<file path="config.mk">
export PLATFORM = sky130hd
export DESIGN_NAME = hbuf_rdout_drain_flat
export DESIGN_NICKNAME = d
export VERILOG_FILES = /design/src/rtl/hbuf_rdout_drain_if.sv /design/src/rtl/hbuf_rdout_drain.sv /design/src/flat_wrapper.sv
export SDC_FILE = /design/constraint.sdc
export NUM_CORES = 1
export LEC_CHECK = 0
export ABC_AREA = 1
export CAP_MARGIN = 20
export CORE_MARGIN = 3
export CORE_UTILIZATION = 53
export DETAILED_ROUTE_END_ITERATION = 8
export PLACE_DENSITY = 0.81
export SLEW_MARGIN = 20
export SYNTH_ARGS = -nofsm -noshare
export SYNTH_HDL_FRONTEND = slang
export SYNTH_SLANG_ARGS = --single-unit
export TNS_END_PERCENT = 5
</file>
<file path="constraint.sdc">
create_clock -name clk -period 2.6 [get_ports clk]
set_input_delay 0.39 -clock clk [delete_from_list [all_inputs] [get_ports clk]]
set_output_delay 0.39 -clock clk [all_outputs]
set_load 0.1 [all_outputs]
</file>
<file path="src/rtl/hbuf_rdout_drain_if.sv">
// Bundle between the readout drain, wvb_reader's DPRAM handshake and read port,
// and the 16-bit stream toward the host-interface FIFO.
interface hbuf_rdout_drain_if #(
    parameter int P_RD_ADR_WIDTH = 9,
    parameter int P_LEN_WIDTH    = 16
);
    logic                      dpram_run;
    logic [P_LEN_WIDTH-1:0]    dpram_len;
    logic                      dpram_busy;
    logic                      dpram_done;
    logic [P_RD_ADR_WIDTH-1:0] rd_addr;
    logic [63:0]               rd_data;
    logic [15:0]               out_data;
    logic                      out_valid;
    logic                      out_ready;
    logic                      out_last;

    modport master (
        input  dpram_run, dpram_len, rd_data, out_ready,
        output dpram_busy, dpram_done, rd_addr, out_data, out_valid, out_last
    );

    modport slave (
        output dpram_run, dpram_len, rd_data, out_ready,
        input  dpram_busy, dpram_done, rd_addr, out_data, out_valid, out_last
    );
endinterface

</file>
<file path="src/rtl/hbuf_rdout_drain.sv">
// Drains the readout DPRAM filled by wvb_reader: reads 64-bit words sequentially
// and serialises each into four 16-bit stream words, lowest half-word first.
module hbuf_rdout_drain #(
    parameter int P_RD_ADR_WIDTH = 9,
    parameter int P_LEN_WIDTH    = 16,
    parameter int P_RD_LATENCY   = 1
) (
    input  logic                clk,
    input  logic                rst,
    hbuf_rdout_drain_if.master  bus,
    output logic                err_len,
    output logic [31:0]         n_rdouts
);

    localparam int C_MAX_LEN = 4 * (2 ** P_RD_ADR_WIDTH);

    typedef enum logic [1:0] {
        ST_IDLE    = 2'd0,
        ST_RD_WAIT = 2'd1,
        ST_SHIFT   = 2'd2
    } state_t;

    state_t                    state_r;
    state_t                    state_nxt_s;
    logic [P_LEN_WIDTH-1:0]    len_r;
    logic [P_RD_ADR_WIDTH-1:0] addr_r;
    logic [1:0]                wait_r;
    logic [63:0]               hold_r;
    logic [1:0]                k_r;
    logic [15:0]               out_data_r;
    logic                      out_valid_r;
    logic                      out_last_r;
    logic                      busy_r;
    logic                      done_r;
    logic                      err_r;
    logic [31:0]               n_r;

    logic [P_LEN_WIDTH-1:0]    last_idx_s;
    logic                      is_last_word_s;
    logic                      hs_s;
    logic                      start_s;
    logic                      reject_s;
    logic                      capture_s;
    logic                      word_end_s;
    logic                      final_s;

    function automatic logic f_len_legal(input logic [P_LEN_WIDTH-1:0] len);
        f_len_legal = (len != '0) && (len[1:0] == 2'b00) &&
                      (64'(len) <= 64'(C_MAX_LEN));
    endfunction

    function automatic logic [15:0] f_half(input logic [63:0] w, input logic [1:0] k);
        case (k)
            2'd0:    f_half = w[15:0];
            2'd1:    f_half = w[31:16];
            2'd2:    f_half = w[47:32];
            2'd3:    f_half = w[63:48];
            default: f_half = 16'h0000;
        endcase
    endfunction

    // Last DPRAM address is taken at length width so a full-capacity readout ends on all-ones.
    assign last_idx_s     = (len_r >> 2) - P_LEN_WIDTH'(1);
    assign is_last_word_s = (P_LEN_WIDTH'(addr_r) == last_idx_s);
    assign hs_s           = out_valid_r && bus.out_ready;

    // State register
    always_ff @(posedge clk) begin
        if (!rst) begin
            state_r <= ST_IDLE;
        end else begin
            state_r <= state_nxt_s;
        end
    end

    // Next-state decode and one-cycle control strobes for the datapath
    always_comb begin
        state_nxt_s = state_r;
        start_s     = 1'b0;
        reject_s    = 1'b0;
        capture_s   = 1'b0;
        word_end_s  = 1'b0;
        final_s     = 1'b0;
        case (state_r)
            ST_IDLE: begin
                if (bus.dpram_run) begin
                    if (f_len_legal(bus.dpram_len)) begin
                        start_s     = 1'b1;
                        state_nxt_s = ST_RD_WAIT;
                    end else begin
                        reject_s    = 1'b1;
                        state_nxt_s = ST_IDLE;
                    end
                end else begin
                    state_nxt_s = ST_IDLE;
                end
            end
            ST_RD_WAIT: begin
                if (wait_r == 2'(P_RD_LATENCY)) begin
                    capture_s   = 1'b1;
                    state_nxt_s = ST_SHIFT;
                end else begin
                    state_nxt_s = ST_RD_WAIT;
                end
            end
            ST_SHIFT: begin
                if (hs_s && (k_r == 2'd3)) begin
                    if (is_last_word_s) begin
                        final_s     = 1'b1;
                        state_nxt_s = ST_IDLE;
                    end else begin
                        word_end_s  = 1'b1;
                        state_nxt_s = ST_RD_WAIT;
                    end
                end else begin
                    state_nxt_s = ST_SHIFT;
                end
            end
            default: begin
                state_nxt_s = ST_IDLE;
            end
        endcase
    end

    // Datapath: length latch, read address, hold register, stream word and status pulses
    always_ff @(posedge clk) begin
        if (!rst) begin
            len_r       <= '0;
            addr_r      <= '0;
            wait_r      <= 2'd0;
            hold_r      <= 64'h0;
            k_r         <= 2'd0;
            out_data_r  <= 16'h0000;
            out_valid_r <= 1'b0;
            out_last_r  <= 1'b0;
            busy_r      <= 1'b0;
            done_r      <= 1'b0;
            err_r       <= 1'b0;
            n_r         <= 32'd0;
        end else begin
            done_r <= 1'b0;
            err_r  <= 1'b0;
            if (start_s || reject_s) begin
                len_r <= bus.dpram_len;
            end
            if (start_s) begin
                addr_r <= '0;
                wait_r <= 2'd0;
                busy_r <= 1'b1;
            end
            if (reject_s) begin
                err_r  <= 1'b1;
                done_r <= 1'b1;
            end
            if ((state_r == ST_RD_WAIT) && !capture_s) begin
                wait_r <= wait_r + 2'd1;
            end
            if (capture_s) begin
                hold_r      <= bus.rd_data;
                k_r         <= 2'd0;
                out_data_r  <= bus.rd_data[15:0];
                out_valid_r <= 1'b1;
                out_last_r  <= 1'b0;
            end else if (hs_s) begin
                if (final_s) begin
                    out_valid_r <= 1'b0;
                    out_last_r  <= 1'b0;
                    busy_r      <= 1'b0;
                    done_r      <= 1'b1;
                    n_r         <= n_r + 32'd1;
                end else if (word_end_s) begin
                    out_valid_r <= 1'b0;
                    out_last_r  <= 1'b0;
                    addr_r      <= addr_r + P_RD_ADR_WIDTH'(1);
                    wait_r      <= 2'd0;
                end else begin
                    k_r        <= k_r + 2'd1;
                    out_data_r <= f_half(hold_r, k_r + 2'd1);
                    out_last_r <= (k_r == 2'd2) && is_last_word_s;
                end
            end
        end
    end

    assign bus.dpram_busy = busy_r;
    assign bus.dpram_done = done_r;
    assign bus.rd_addr    = addr_r;
    assign bus.out_data   = out_data_r;
    assign bus.out_valid  = out_valid_r;
    assign bus.out_last   = out_last_r;
    assign err_len        = err_r;
    assign n_rdouts       = n_r;

endmodule
</file>
<file path="src/flat_wrapper.sv">
// flat-port wrapper written by rule: the top's interface ports become plain ports
module hbuf_rdout_drain_flat 
#(
    parameter int P_RD_ADR_WIDTH = 9,
    parameter int P_LEN_WIDTH    = 16,
    parameter int P_RD_LATENCY   = 1
)
  (clk, rst, err_len, n_rdouts, bus_dpram_run, bus_dpram_len, bus_rd_data, bus_out_ready, bus_dpram_busy, bus_dpram_done, bus_rd_addr, bus_out_data, bus_out_valid, bus_out_last);
  hbuf_rdout_drain_if #(.P_RD_ADR_WIDTH(P_RD_ADR_WIDTH), .P_LEN_WIDTH(P_LEN_WIDTH)) bus_i ();
  input  logic clk;
  input  logic rst;
  output logic err_len;
  output logic [31:0] n_rdouts;
  input wire logic [$bits(bus_i.dpram_run)-1:0] bus_dpram_run;
  input wire logic [$bits(bus_i.dpram_len)-1:0] bus_dpram_len;
  input wire logic [$bits(bus_i.rd_data)-1:0] bus_rd_data;
  input wire logic [$bits(bus_i.out_ready)-1:0] bus_out_ready;
  output wire logic [$bits(bus_i.dpram_busy)-1:0] bus_dpram_busy;
  output wire logic [$bits(bus_i.dpram_done)-1:0] bus_dpram_done;
  output wire logic [$bits(bus_i.rd_addr)-1:0] bus_rd_addr;
  output wire logic [$bits(bus_i.out_data)-1:0] bus_out_data;
  output wire logic [$bits(bus_i.out_valid)-1:0] bus_out_valid;
  output wire logic [$bits(bus_i.out_last)-1:0] bus_out_last;
  assign bus_i.dpram_run = bus_dpram_run;
  assign bus_i.dpram_len = bus_dpram_len;
  assign bus_i.rd_data = bus_rd_data;
  assign bus_i.out_ready = bus_out_ready;
  assign bus_dpram_busy = bus_i.dpram_busy;
  assign bus_dpram_done = bus_i.dpram_done;
  assign bus_rd_addr = bus_i.rd_addr;
  assign bus_out_data = bus_i.out_data;
  assign bus_out_valid = bus_i.out_valid;
  assign bus_out_last = bus_i.out_last;
  hbuf_rdout_drain #(.P_RD_ADR_WIDTH(P_RD_ADR_WIDTH), .P_LEN_WIDTH(P_LEN_WIDTH), .P_RD_LATENCY(P_RD_LATENCY)) u_core (.clk(clk), .rst(rst), .bus(bus_i), .err_len(err_len), .n_rdouts(n_rdouts));
endmodule
</file>
== After elaboration in Yosys (flattened, before gate mapping) ==
Index checks and enable logic that the tools add are counted.

* $add $sub $neg: 5
* $lt $le $gt $ge: 1
* Equality and inequality tests: 11
* Mux-type cells: 50
* Bitwise gates (word level): 4
* Reductions and logical operators: 19

{| class="wikitable"
|+ Operators with widths
! kind !! count
|-
| two-way mux 16 bit || 4
|-
| one-hot mux 16 bit (4 select lines) || 1
|-
| two-way mux 9 bit || 5
|-
| adder 32 x 1 -> 32 bit, second input constant || 1
|-
| two-way mux 1 bit || 31
|-
| == test 9 x 16 -> 1 bit || 1
|-
| less-or-equal comparator 16 x 12 -> 1 bit, second input constant || 1
|-
| two-way mux 2 bit || 8
|-
| nonzero test 16 bit || 1
|-
| subtractor 14 x 1 -> 15 bit, second input constant || 1
|-
| == test 2 bit, second input constant || 5
|-
| adder 9 x 1 -> 9 bit, second input constant || 1
|-
| AND reduction 3 bit || 3
|-
| == test 2 x 1 -> 1 bit, second input constant || 3
|-
| logical AND 1 bit || 6
|-
| logical NOT 2 bit || 3
|-
| one-hot mux 2 bit (3 select lines) || 1
|-
| adder 2 x 1 -> 2 bit, second input constant || 2
|-
| != test 2 x 1 -> 1 bit, second input constant || 2
|-
| NOT 1 bit || 4
|-
| nonzero test 3 bit || 1
|-
| AND reduction 2 bit || 1
|-
| nonzero test 2 bit || 1
|-
| OR reduction 2 bit || 1
|-
| 2 further kinds || 2
|}

* Bits in registers: 148
* Word-level logic and storage cells: 103

== Logic depth before layout (Yosys ltp) ==
Gate-level depths: netlist of the first run.

* Depth in word-level cells: 12
* Mapped depth: 18
* Gate-level depth less buffers: 17

== Least setup slack after synthesis of the first run ==
Ideal clock, no wire load.

* Path type: reg2reg
* Start point: reg u_core.n_r[1], in the netlist u_core.n_rdouts[1]
* End point: reg u_core.n_r[26], in the netlist u_core.n_rdouts[26]
* Library setup time: 0.064 ns
* Arrival: 2.633 ns
* Required time: 2.536 ns
* Path slack: -0.097 ns
* Stages on the path, launching flop included: 12
* Path buffers: 0
* Period minus slack after synthesis: 2.697 ns
* Path through: dfxtp_1 ha_1 nand3_1 nor2_1 nand2_1 nor2_1 nand4_1 nor3_1 nand4_1 nand2_1 nand2_1 nor2_1

* Longest elaborated chain between the ends: 1

{| class="wikitable"
|+ RTL lines
! element !! line !! text
|-
| start: declaration || hbuf_rdout_drain.sv:36 || <nowiki>logic [31:0] n_r;</nowiki>
|-
| start signal: assignment || hbuf_rdout_drain.sv:170 || <nowiki>n_r <= n_r + 32'd1;</nowiki>
|-
| adder 32 x 1 -> 32 bit || hbuf_rdout_drain.sv:170 ||
|}

No other way between the ends.
A chain may end at the register's enable or synchronous reset.

== Worst setup path after layout of the first run ==
* Start point: reg u_core.len_r[2]
* End point: reg u_core.addr_r[1], in the netlist u_core.bus.rd_addr[1]

* Longest elaborated chain between the ends: 9

{| class="wikitable"
|+ RTL lines
! element !! line !! text
|-
| start: declaration || hbuf_rdout_drain.sv:25 || <nowiki>logic [P_LEN_WIDTH-1:0] len_r;</nowiki>
|-
| start signal: assignment || hbuf_rdout_drain.sv:144 || <nowiki>len_r <= bus.dpram_len;</nowiki>
|-
| subtractor 14 x 1 -> 15 bit (*) || hbuf_rdout_drain.sv:63 || <nowiki>assign last_idx_s = (len_r >> 2) - P_LEN_WIDTH'(1);</nowiki>
|-
| == test 9 x 16 -> 1 bit (*) || hbuf_rdout_drain.sv:64 || <nowiki>assign is_last_word_s = (P_LEN_WIDTH'(addr_r) == last_idx_s);</nowiki>
|-
| two-way mux 1 bit || hbuf_rdout_drain.sv:108 || <nowiki>if (is_last_word_s) begin</nowiki>
|-
| two-way mux 1 bit || hbuf_rdout_drain.sv:107 || <nowiki>if (hs_s && (k_r == 2'd3)) begin</nowiki>
|-
| two-way mux 1 bit || hbuf_rdout_drain.sv:84 || <nowiki>case (state_r)</nowiki>
|-
| two-way mux 9 bit || hbuf_rdout_drain.sv:171 || <nowiki>end else if (word_end_s) begin</nowiki>
|-
| two-way mux 9 bit (*) || hbuf_rdout_drain.sv:165 || <nowiki>if (final_s) begin</nowiki>
|-
| two-way mux 9 bit (*) || hbuf_rdout_drain.sv:164 || <nowiki>end else if (hs_s) begin</nowiki>
|-
| two-way mux 9 bit (*) || hbuf_rdout_drain.sv:158 || <nowiki>if (capture_s) begin</nowiki>
|-
| end signal: assignment || hbuf_rdout_drain.sv:174 || <nowiki>addr_r <= addr_r + P_RD_ADR_WIDTH'(1);</nowiki>
|-
| end: declaration || hbuf_rdout_drain.sv:26 || <nowiki>logic [P_RD_ADR_WIDTH-1:0] addr_r;</nowiki>
|}

Every way passes the cells marked *; elsewhere a longest branch is shown, timed or not.

==> results of run 1 <==
## metrics by stage
| step | hold WS [ns] | setup slack (ns) | util |
|---|---|---|---|
| after floorplan | 0.442 | 0.0563 | - |
| after detailed placement | 0.454 | 0.0617 | 0.652 |
| after CTS | 0.464 | 0.212 | 0.693 |
| after global routing | 0.484 | 0.0202 | 0.695 |
| after global placement | 0.449 | 0.0938 | 0.652 |
| final | 0.461 | 0.236 | 0.695 |
## cell families (layout without fill, tap and decap cells)
logic type	after synthesis	count (layout)	synth area share
compound gates	206	206	0.145
xor+xnor	19	19	0.0216
fa+ha+maj	9	9	0.0146
buf+inv	168	312	0.0863
flops	146	146	0.380
mux	1	1	0.00146
simple gates	612	612	0.351
## area by class of cell
type | count | area [um2]
sequential | 146 | 2930
inverter | 116 | 435
timing repair buffer | 164 | 1460
clock inverter | 10 | 100
multi-input combinational | 847 | 4120
fill | 1239 | 4290
tap | 180 | 225
clock buffer | 22 | 484
## flip-flops by register name, indices dropped and copies added, names as in the netlist
name / flops
u_core.err_len: 1
u_core.bus.out_data: 16
u_core.bus.out_last: 1
u_core.n_rdouts: 32
u_core.hold_r: 64
u_core.bus.rd_addr: 9
u_core.bus.out_valid: 1
u_core.wait_r: 2
u_core.bus.dpram_done: 1
u_core.k_r: 2
u_core.state_r: 2
u_core.bus.dpram_busy: 1
u_core.len_r: 14
## placed cells by master, fill, tap and decap left out, types with 2 or more instances in the layout
| master | count |
|---|---|
| nand4_1 | 30 |
| clkdlybuf4s50_1 | 83 |
| inv_2 | 2 |
| o32ai_1 | 7 |
| nand2_2 | 14 |
| o21bai_2 | 5 |
| ha_1 | 8 |
| nand3_1 | 57 |
| dfxtp_1 | 144 |
| nand3_2 | 3 |
| nand3b_1 | 2 |
| nand2_4 | 3 |
| nor2_8 | 2 |
| a21oi_1 | 129 |
| xor2_1 | 10 |
| dfxtp_2 | 2 |
| nor4_1 | 3 |
| clkbuf_8 | 4 |
| nand3_4 | 2 |
| nand2_1 | 347 |
| nor3_1 | 24 |
| clkinvlp_4 | 4 |
| buf_4 | 79 |
| clkinv_1 | 2 |
| nor2_4 | 6 |
| nor2_2 | 11 |
| o21ai_2 | 5 |
| o21ai_0 | 56 |
| clkinv_4 | 3 |
| clkbuf_16 | 17 |
| inv_1 | 112 |
| xnor2_1 | 9 |
| nor2_1 | 106 |
| buf_12 | 2 |
## power breakdown
group	leakage, uW	switching (uW)	internal [uW]
Clock	0.000275	962	1420
Sequential	0.00118	23.4	2260
Combinational	0.00255	265	214
## worst max-delay path, cell delays in order, from the launching register on
cell and delay (ns):
dfxtp_1 0.31, inv_1 0.16, ha_2 0.31, or2_2 0.31, nand2_1 0.06, nor2_1 0.05, nand3_1 0.09, inv_1 0.04
nand4_1 0.18, inv_1 0.08, nand2_2 0.15, nand3_2 0.27, nor2_1 0.19, nor2_1 0.06
## layer usage
metal,part of all wire,up-vias,track usage
met3,0.067,48,0.0514
met2,0.47,293,0.437
met4,0.032,0,0.110
met5,0,-,0
li1,-,4019,-
met1,0.43,3575,0.336
## worst max-delay path by stage
stage | startpoint | endpoint | slack, ns
finish | u_core.len_r[2] | u_core.bus.rd_addr[1] | 0.24
global route | u_core.len_r[2] | u_core.bus.rd_addr[2] | 0.02
CTS | u_core.len_r[2] | u_core.n_rdouts[2] | 0.21
detailed placement | bus_dpram_len[1] | u_core.wait_r[0] | 0.06
global placement | bus_dpram_len[1] | u_core.wait_r[0] | 0.09
floorplan | u_core.n_rdouts[2] | u_core.n_rdouts[26] | 0.06
## what timing repair did
| action | 4_1_cts | 5_1_grt |
|---|---|---|
| hold buffers | 0 | 0 |
| setup endpoints to repair | 0 | 15 |
| setup buffers | 0 | 0 |
| resized for setup | 0 | 3 |
==> summary.txt, run 1 <==
Outcome
  • Outcome: finished, final reports clean

Clocking
  • Reg clk slew, reported paths: about 0.06 ns
  • Cts bufs inserted: 17
  • Clk sinks: 146
  • Maximum level of the CTS H-tree: 4
  • Clock Path Buffers: 2
  • CTS tree: built
  • Clk Latency, worst-skew pair: ~0.42 ns
  • Root Buffer: clkbuf_16

Synthesis
  • Netlist cell types: 38
  • Area leader, netlist: dfxtp_1
  • Yosys top cell area share: 0.380
  • Share of synthesized area occupied by flip-flops and latches: 0.380
  • Synthesized flop and latch total: roughly 150
  • Syn_nets: roughly 1300
  • Synth cell count leaders: nand2_1, dfxtp_1, a21oi_1
  • Post-Syn Instances: between 1000 and 1500
  • Most common cell in the synthesized netlist: nand2_1
  • Synth Flop Type: dfxtp_1
  • Ranking of synthesized cells by area: dfxtp_1, nand2_1, a21oi_1
  • Synthesized area: between 7000 and 8000 um2
  • Mapped Avg Cell Area: about 6.6 um2
  • Yosys warning total: 0
  • EDFF count, synth: 0
  • Asr flop ratio synth: 0

Layout
  • Ant diodes: 0
  • P&R area growth vs syn: 26.9%
  • Layout Cells excl Fill: 1485
  • Final net count: 1385
  • Final Cell Area: about 10000 um2
  • Layout cell share with drive strength beyond 1: 0.131

Placement
  • Placement Cell Area: roughly 9200 um2
  • Hpwl dp: 15100 um
  • IO Port Bufs: between 100 and 150
  • Placer Congestion: about 0.88
  • Dpl cells: roughly 1500

Min path
  • Hold path startpoint: u_core.hold_r[12]
  • Worst hold endpoint: u_core.hold_r[12]
  • Hold Path Cell Cnt: 2
  • Hold Crit Class: register to register

Setup path
  • Setup CP Type: register to register
  • CP arrival: roughly 2.7 ns
  • R2R depth: 13
  • R2r endpoint: u_core.bus.rd_addr[1]
  • CP Max Fanout: 13
  • R2r setup slk: ~0.24 ns
  • Worst Path Required: between 2 and 3 ns
  • Critical path startpoint category: register
  • Reg2reg start: u_core.len_r[2]
  • Critical Path End Type: register

Power and ir drop
  • Lkg Pwr: 0.00401 uW
  • Power density over the cells: roughly 530 nW/um2
  • Maximum VDD drop: 0.436 mV
  • Power, Total: just over 5000 uW

STA
  • Setup Viol. Count Final: 0
  • Max-slew violation count: 0
  • Final Skew: ~0.0098 ns
  • Ratio of final minimum period to clock period: 0.909
  • RSZ-0062 raised after global routing: false
  • Slew HR: 0.517
  • Final hold vios: 0
  • Tmin final: approximately 2.4 ns
  • Achievable frequency: 0.423 GHz
  • Slew at the pin with the worst max-slew slack: between 0.7 and 0.8 ns
  • Sum Neg Setup Slack: 0 ns

Floorplanning
  • Die Y-Extent: ~130 um
  • Die width: 126 um
  • Core ar.: between 10000 and 15000 um2
  • Initial Util: 0.547
  • I/O pin count: approximately 150
  • Area of the die: approximately 16000 um2
  • Row count: 43

Route
  • Vias/cell: 5.34
  • Drt pass-1 iters: 5
  • Vias: between 7000 and 8000
  • Residual DRC count: 0
  • Post-DRT Antenna Nets: 0
  • DRT Wirelength: approximately 21000 um
  • DR iter-0 viols: between 600 and 700
  • DR WL/cell: around 14 um

Global route
  • Largest net degree at the start of global routing: about 70
  • First-pass GRT wire length: roughly 35000 um
  • Initial antenna violation count: 0
  • GRT Residual Overflow: 0
  • GRT Resource Usage Total: 0.264
  • Vias in the first global route: approximately 7300

Job
  • Max Cap Viol: 0
Power figures use the tool's default switching activity.
==> run 2: changes to the inputs <==
==> constraint.sdc (replaced) <==
create_clock -name clk -period 2.6 [get_ports clk]
set_input_delay 0.26 -clock clk [delete_from_list [all_inputs] [get_ports clk]]
set_output_delay 0.26 -clock clk [all_outputs]
set_load 0.1 [all_outputs]
==> run 2 against run 1 <==
Compared with the run above:
- setup slack got worse by 0.039 ns
- largest power group unchanged
- non-clock buffer count decreased by 2
- sequential power about the same
- core utilization decreased by 0.30 points
- largest cell class unchanged
- count of clock-buffer cells in the layout decreased by 2
- die area unchanged
==> summary.txt, run 2 (same netlist as run 1, synthesis figures left out) <==
Outcome
  • Outcome: finished, final reports clean

Layout
  • Layout cell share with drive strength beyond 1: 0.130
  • P&R area growth vs syn: 26.3%
  • Layout Cells excl Fill: approximately 1500
  • Final net count: ~1400
  • Most frequent cells in the layout: nand2_1, dfxtp_1, a21oi_1
  • Fillers: 1213
  • Ant diodes: 0
  • Most flops, register: u_core.hold_r
  • Final Cell Area: roughly 10000 um2
  • Most common cell after layout, fill and taps aside: nand2_1
  • Max reg flops: 64

Clocking
  • Root Buffer: clkbuf_16
  • Clock Path Buffers: 2
  • Clk sinks: ~150
  • CTS tree: built
  • Cts bufs inserted: 17
  • Resized Gates After CTS: 0
  • Maximum level of the CTS H-tree: 4
  • Reg clk slew, reported paths: about 0.060 ns
  • Post-CTS Setup Bufs: 0
  • CTS Hold Bufs: 0
  • Clk Latency, worst-skew pair: about 0.42 ns

STA
  • Slew at the pin with the worst max-slew slack: between 0.7 and 0.8 ns
  • Slew HR: 0.528
  • Final hold vios: 0
  • Setup Viol. Count Final: 0
  • Ratio of final minimum period to clock period: 0.924
  • Final Skew: 0.00796 ns
  • Achievable frequency: 0.416 GHz
  • Tmin final: approximately 2.4 ns
  • RSZ-0062 raised after global routing: false
  • Max-slew violation count: 0
  • Sum Neg Setup Slack: 0 ns

Global route
  • First-pass GRT wire length: approximately 35000 um
  • GRT Residual Overflow: 0
  • GRT Resource Usage Total: 0.269
  • Vias in the first global route: approximately 7500
  • Largest net degree at the start of global routing: 68
  • Initial antenna violation count: 0

Setup path
  • CP endpoint: u_core.n_rdouts[8]
  • CP peak stage delay: a little over 0.3 ns
  • CP Max Fanout: 11
  • CP arrival: 2.70 ns
  • Worst path depth: 15
  • Critical Path, Cell by Cell: inv_1 -> ha_2 -> nand2_4 -> nor2_1 -> nand2_1 -> nand2_1 -> nand3_1 -> nor2_1 -> nand2_2 -> nor2_4 -> nand2_4 -> nor2_1 -> nand2_1 -> nand2_1 -> nor2_1
  • Worst Path Required: ~2.9 ns
  • R2r endpoint: u_core.n_rdouts[8]
  • Top cell family by delay on the critical path: simple AND/OR/NAND/NOR gates
  • Crit path max-delay cell type: dfxtp_1
  • Critical path startpoint category: register
  • Reg2reg start: u_core.len_r[2]
  • Crit path launch: u_core.len_r[2]
  • Critical Path End Type: register
  • R2R depth: 15
  • Buf/Inv on CP: 1
  • R2r setup slk: a little under 0.2 ns
  • Setup CP Type: register to register

Power and ir drop
  • Clk pwr share: 0.458
  • Maximum VDD drop: 0.457 mV
  • Reg power frac: 0.448
  • Lkg Pwr: about 0.0040 uW
  • Pint: 3770 uW
  • Power density over the cells: roughly 520 nW/um2
  • Switching Share: 0.257
  • Comb pwr share: 0.093
  • Psw: 1310 uW

Route
  • DR iter-0 viols: 665
  • Residual DRC count: 0
  • Drt pass-1 iters: 5
  • DR WL/cell: between 10 and 15 um
  • Vias: 7960
  • Post-DRT Antenna Nets: 0
  • DRT Wirelength: about 22000 um
  • Vias/cell: 5.37

Floorplanning
  • Row count: 43
  • Initial Util: 0.547
  • Core ar.: 14000 um2
  • Die width: between 100 and 150 um
  • Die Y-Extent: between 100 and 150 um
  • I/O pin count: roughly 150
  • Area of the die: ~16000 um2

Placement
  • IO Port Bufs: about 150
  • Hpwl dp: roughly 15000 um
  • Dpl cells: 1451
  • Placer Congestion: 0.904
  • Placement Cell Area: a little over 9000 um2

Min path
  • Hold Crit Class: input port to register
  • Hold path startpoint: bus_rd_data[33]

Job
  • Max Cap Viol: 0
[run 2: final cells by class]
cell class                 instances  area [um2]  share of cell area
tap                              180         225              0.0232
inverter                         116         435              0.0448
multi-input combinational        847        4110               0.423
clock buffer                      20         467              0.0481
clock inverter                    12        97.6              0.0101
sequential                       146        2930               0.301
timing repair buffer             162        1450               0.149
[run 2: worst min-delay path by stage]
stage | endpoint | slack (ns) | cells past startpoint
2_1_floorplan | u_core.hold_r[16] | 0.40 | 2
3_3_place_gp | u_core.hold_r[5] | 0.45 | 2
3_5_place_dp | u_core.hold_r[12] | 0.45 | 2
4_1_cts | u_core.hold_r[33] | 0.37 | 3
5_1_grt | u_core.hold_r[33] | 0.38 | 3
6_report | u_core.hold_r[33] | 0.38 | 3
[run 2: tightest hold or removal path: stages]
cell and delay, ns:
clkdlybuf4s50_1 0.39, nand2_1 0.06, a21oi_1 0.05
[run 2: stage by stage]
stage / worst slack (ns) / power [uW] / util / hold WS (ns)
3_5_place_dp: 0.102 / 2790 / 0.651 / 0.452
5_1_grt: 0.0114 / 5240 / 0.692 / 0.379
4_1_cts: 0.131 / 5090 / 0.691 / 0.369
2_1_floorplan: 0.0563 / 2590 / - / 0.405
6_report: 0.197 / 5080 / 0.692 / 0.384
3_3_place_gp: 0.133 / 2790 / 0.651 / 0.449
[run 2: power groups by stage]
| stage | combinational [uW] | clock (uW) | sequential [uW] |
|---|---|---|---|
| after floorplan | 259 | 0 | 2340 |
| after global placement | 461 | 0 | 2330 |
| after detailed placement | 466 | 0 | 2330 |
| after CTS | 470 | 2340 | 2280 |
| after global routing | 517 | 2440 | 2280 |
| final | 474 | 2330 | 2280 |
[run 2: metal layers]
| layer | vias to the layer above | GRT usage | part of all wire |
|---|---|---|---|
| met5 | - | 0 | 0 |
| met4 | 0 | 0.0978 | 0.025 |
| met3 | 48 | 0.0598 | 0.069 |
| met2 | 309 | 0.458 | 0.48 |
| met1 | 3588 | 0.334 | 0.42 |
| li1 | 4015 | - | - |
==> run 3: changes to the inputs <==
--- a/config.mk
+++ b/config.mk
@@ -15,4 +15,4 @@
 export SYNTH_ARGS = -nofsm -noshare
 export SYNTH_HDL_FRONTEND = slang
 export SYNTH_SLANG_ARGS = --single-unit
-export TNS_END_PERCENT = 5
+export TNS_END_PERCENT = 100
==> results of run 3 <==
Same layout as run 2: the final DEF is identical, and so are final timing and power.
